### src/rtl/bcd_scan_pkg.sv
// bcd_scan_pkg: shared widths and helpers for the 7-segment scan path.
package bcd_scan_pkg;
    localparam int BCD_W = 4;
    localparam int DEFAULT_REFRESH_DIV = 100000;
    function automatic int clog2(input int n);
        return (n <= 2) ? 1 : $clog2(n);
    endfunction
    function automatic logic [BCD_W-1:0] rev_bits(input logic [BCD_W-1:0] d);
        return {d[0], d[1], d[2], d[3]};
    endfunction
endpackage

### src/rtl/refresh_prescaler.sv
// refresh_prescaler: free-running divider pulsing tick once every DIV clocks.
module refresh_prescaler import bcd_scan_pkg::*; #(
    parameter int DIV = DEFAULT_REFRESH_DIV
) (
    input  logic clk,
    input  logic rst_n,
    output logic tick
);
    localparam int W = clog2(DIV);
    logic [W-1:0] cnt;
    assign tick = cnt == W'(DIV - 1);
    always_ff @(posedge clk) begin
        if (!rst_n) cnt <= '0;
        else cnt <= tick ? '0 : cnt + W'(1);
    end
endmodule

### src/rtl/bcd_scan_mux.sv
// bcd_scan_mux: time-multiplexed BCD digit scanner with frame-aligned load handshake.
module bcd_scan_mux import bcd_scan_pkg::*; #(
    parameter int NUM_DIGITS    = 4,
    parameter int REFRESH_DIV   = DEFAULT_REFRESH_DIV,
    parameter bit REVERSE_BITS  = 1,
    parameter bit INVERT_OUT    = 1,
    parameter bit BLANK_LEADING = 1
) (
    input  logic                          clk,
    input  logic                          rst_n,
    input  logic [BCD_W*NUM_DIGITS-1:0]   digits_in,
    input  logic                          load_valid,
    output logic                          load_ready,
    output logic [BCD_W-1:0]              one_digit,
    output logic [NUM_DIGITS-1:0]         an_n,
    output logic [clog2(NUM_DIGITS)-1:0]  slot_idx,
    output logic                          frame_tick
);
    localparam int SW = clog2(NUM_DIGITS);
    localparam logic [SW-1:0] LAST = SW'(NUM_DIGITS - 1);
    logic slot_tick, wrap, full, blank;
    logic [NUM_DIGITS-1:0][BCD_W-1:0] pending, display, nxt_display;
    logic [SW-1:0] nxt_slot;
    logic [BCD_W-1:0] raw, ordered, mapped;
    logic [NUM_DIGITS-1:0] zero_above;
    refresh_prescaler #(.DIV(REFRESH_DIV)) u_presc (
        .clk  (clk),
        .rst_n(rst_n),
        .tick (slot_tick)
    );
    assign wrap = slot_tick && slot_idx == LAST;
    assign load_ready = !full;
    assign nxt_slot = slot_tick ? (wrap ? '0 : slot_idx + SW'(1)) : slot_idx;
    // Outputs are registered from next-state values so they line up with slot_idx.
    assign nxt_display = (wrap && full) ? pending : display;
    assign raw = nxt_display[nxt_slot];
    assign ordered = REVERSE_BITS ? rev_bits(raw) : raw;
    assign mapped = INVERT_OUT ? ~ordered : ordered;
    always_comb begin
        zero_above = '0;
        zero_above[NUM_DIGITS-1] = nxt_display[NUM_DIGITS-1] == '0;
        for (int k = NUM_DIGITS - 2; k >= 0; k--)
            zero_above[k] = zero_above[k+1] && nxt_display[k] == '0;
    end
    assign blank = BLANK_LEADING && nxt_slot != '0 && zero_above[nxt_slot];
    always_ff @(posedge clk) begin
        if (!rst_n) begin
            slot_idx   <= '0;
            an_n       <= '1;
            one_digit  <= '0;
            frame_tick <= 1'b0;
            display    <= '0;
            pending    <= '0;
            full       <= 1'b0;
        end else begin
            slot_idx   <= nxt_slot;
            display    <= nxt_display;
            frame_tick <= wrap;
            one_digit  <= mapped;
            an_n       <= blank ? '1 : ~(NUM_DIGITS'(1) << nxt_slot);
            if (load_valid && load_ready) begin
                pending <= digits_in;
                full    <= 1'b1;
            end else if (wrap) begin
                full    <= 1'b0;
            end
        end
    end
endmodule

### config.mk
export PLATFORM = sky130hd
export DESIGN_NAME = bcd_scan_mux
export DESIGN_NICKNAME = d
export VERILOG_FILES = /design/src/rtl/bcd_scan_pkg.sv /design/src/rtl/refresh_prescaler.sv /design/src/rtl/bcd_scan_mux.sv
export SDC_FILE = /design/constraint.sdc
export NUM_CORES = 1
export LEC_CHECK = 0
export ABC_AREA = 1
export BUFFER_PORTS_ARGS = -buffer_cell sky130_fd_sc_hd__clkbuf_2
export CAP_MARGIN = 30
export CORE_ASPECT_RATIO = 0.6
export CORE_MARGIN = 2
export CORE_UTILIZATION = 50
export DETAILED_ROUTE_END_ITERATION = 8
export MAX_ROUTING_LAYER = met4
export PLACE_DENSITY = 0.78
export REMOVE_ABC_BUFFERS = 1
export SYNTH_ARGS = -nofsm -noshare
export SYNTH_HDL_FRONTEND = slang
export SYNTH_SLANG_ARGS = --single-unit
### constraint.sdc
create_clock -name clk -period 3.8 [get_ports clk]
set_input_delay 0.19 -clock clk [delete_from_list [all_inputs] [get_ports clk]]
set_output_delay 0.19 -clock clk [all_outputs]
set_load 0.03 [all_outputs]
==> impl_metrics.tcl <==
set metrics [dict create \
    drv_slew 0 \
    post-cts-setup-buffers 0 \
    met3_length_um 364 \
    hold_buffers 0 \
    start_util_pct 52.0 \
    grt_overflow 0 \
    syn_to_final_growth_pct 14.6 \
    die_x_um 97.6 \
    rsz0062_at_grt "no" \
    skew_ps 8.20 \
    layout_min_cycle_time_ps 2220 \
    die_h_um 60.2 \
    peakVddDrop_mv 0.260 \
    synthFlopType "dfxtp_1" \
    die_area_um2 5870 \
    clock-root-buffer "clkbuf_8" \
    synthArstFlopShare_pct 0 \
    cts_tree "yes" \
    track_usage_pct 20.7 \
    maxCapViolations 0 \
    hpwl_mm 3.86 \
    synth_top_area_share_pct 46.5 \
    hold_class "in -> reg" \
    met2WireLength_mm 1.96 \
    tns_ps 0 \
    worstPathArrival_ps 2430 \
    crit_path_start_kind "register" \
    drc 0 \
    final-hold-violation-count 0 \
    io_pins 31 \
    antenna_cells 0 \
    layout_setup_ws_ps 1580 \
    cp.required_ps 4010 \
    via_count 2189 \
    dp_slack_ps 1590 \
    relSlewSlack_pct 48.3 \
    final_layout_size_suffix_gt1_share_pct 21.1 \
    synthesis.instances 345 \
    p_leak_nw 1.42 \
    grt_antenna_before_repair 0 \
    status "complete, no violations" \
    wl_met1_mm 2.92 \
    grt_max_degree 24 \
    yosysTopAreaCell "dfxtp_1" \
    crit_path_max_fanout 18 \
    fmax_mhz 450 \
    synthTopCellsByArea "dfxtp_1 46%, nor2_1 10%, nand2_1 8.0%, o21ai_0 4.6%, inv_1 4.4%" \
    rows 20 \
    drtAntennaViolNets 0 \
    finalCritPeriodShare_pct 58.4 \
    ys_seq_area_share_pct 46.5 \
    grt_pass1_wl_mm 8.92 \
    drt_wl_total_mm 5.28 \
    place_congestion 0.882 \
    cts_sinks 61 \
    io_buffers 30 \
    synth-warning-count 0 \
    power_mw 1.33 \
    end_kind "register" \
    avgViaCountPerCell 4.91 \
    clk_latency_ps 340 \
    fillers 457 \
    cellPowerDensity_nw_per_um2 441 \
    avgSynthCellArea_um2 7.62 \
    path_clk_slew_ps 60 \
    cts_made_buffers 9 \
    synth.distinct_cells 35 \
    htree_num_levels 3 \
    nets 396 \
    synth-edff-count 0 \
    highest_layer "met4" \
    clk_path_buf_depth 2 \
    grt_pass1_vias 1849 \
    drtIter0Drc 144 \
    ys_seq_elements 61 \
    wl_per_cell_um 11.8 \
    critical_path_class "reg -> reg" \
    setup_viol 0 \
    worst_pin_slew_ps 772 \
    firstDrtPassIters 4 \
    core_area_um2 5050 \
    cts_resized 0 \
    syn_area_um2 2630 \
]
-- state kept, by name, indices dropped and copies added, names as in the netlist --
name and count:
full 1, display 16, an_n 4, pending 16, slot_idx 2, one_digit 4, frame_tick 1, u_presc.cnt 17
-- cells by family (layout without fill, tap and decap cells) --
family	Yosys count	count (layout)	share of synthesized area [%]
mux	4	4	1.52
flops	61	61	46.5
buf+inv	49	84	7.81
xor+xnor	3	3	1.00
fa+ha+maj	2	2	0.952
compound gates	51	51	10.3
simple gates	175	175	31.9
-- cell usage in the layout (no fill, tap or decap), types with 12 or more instances in the layout --
master    count
nor2_1       72
a21oi_1      14
o21ai_0      24
clkbuf_2     30
nand2_1      56
clkbuf_8     12
inv_1        31
dfxtp_1      61
-- critical path, stage by stage, from the launching register on --
cell and delay [ps]:
dfxtp_1 420, nor2_1 650, clkinv_1 630, o21ai_0 330, a21oi_1 60
-- synthesized netlist by cell type, types with 3 or more instances --
library cell,number
nor2_1,72
dfxtp_1,61
nand2_1,56
inv_1,31
o21ai_0,24
a21oi_1,14
nand3_1,7
nand4_1,7
o21ai_1,7
clkbuf_1,6
nand2_2,6
nor3_1,6
inv_2,5
mux2i_1,4
nand3_2,4
nor2_2,4
buf_2,3
or2_2,3
xor2_1,3
-- final cells by class --
type	instances	area (um^2)	share of cell area (%)
Multi-Input combinational cell	235	1200	39.9
Inverter	38	145	4.82
Sequential cell	61	1220	40.5
Clock buffer	12	165	5.48
Tap cell	66	82.6	2.74
Clock inverter	4	45.0	1.50
Timing Repair Buffer	30	150	4.99
-- metrics by stage --
step           util, %  hold WS [ps]  cell area, um^2  cells
6_report          59.6          75.2             3010    446
5_1_grt           59.6          71.9             3010    446
4_1_cts           59.6          59.7             3010    446
3_5_place_dp      55.4           415             2800    430
3_3_place_gp      55.4           413             2800    430
2_1_floorplan        -           275             2570    334
-- where the power goes --
part / leakage, nW / switching, mW / total (mW) / internal (mW)
combinational: 0.807 / 0.0408 / 0.0612 / 0.0205
clock: 0.112 / 0.242 / 0.595 / 0.353
sequential: 0.498 / 0.0124 / 0.672 / 0.659
-- layer usage --
| metal | GRT usage [%] | vias up |
|---|---|---|
| met5 | - | - |
| met4 | 7.74 | 0 |
| met3 | 6.90 | 5 |
| met2 | 25.9 | 57 |
| met1 | 30.1 | 969 |
| li1 | - | 1158 |
-- final timing paths --
path,slack [ps],depth (start not counted),from,to
worst max-delay path,1580,4,full,pending[4]
worst min-delay path,80,3,digits_in[3],pending[3]
worst max register to register,1580,4,full,pending[4]
worst min register to register,450,1,u_presc.cnt[0],u_presc.cnt[0]
Power figures use the tool's default switching activity.
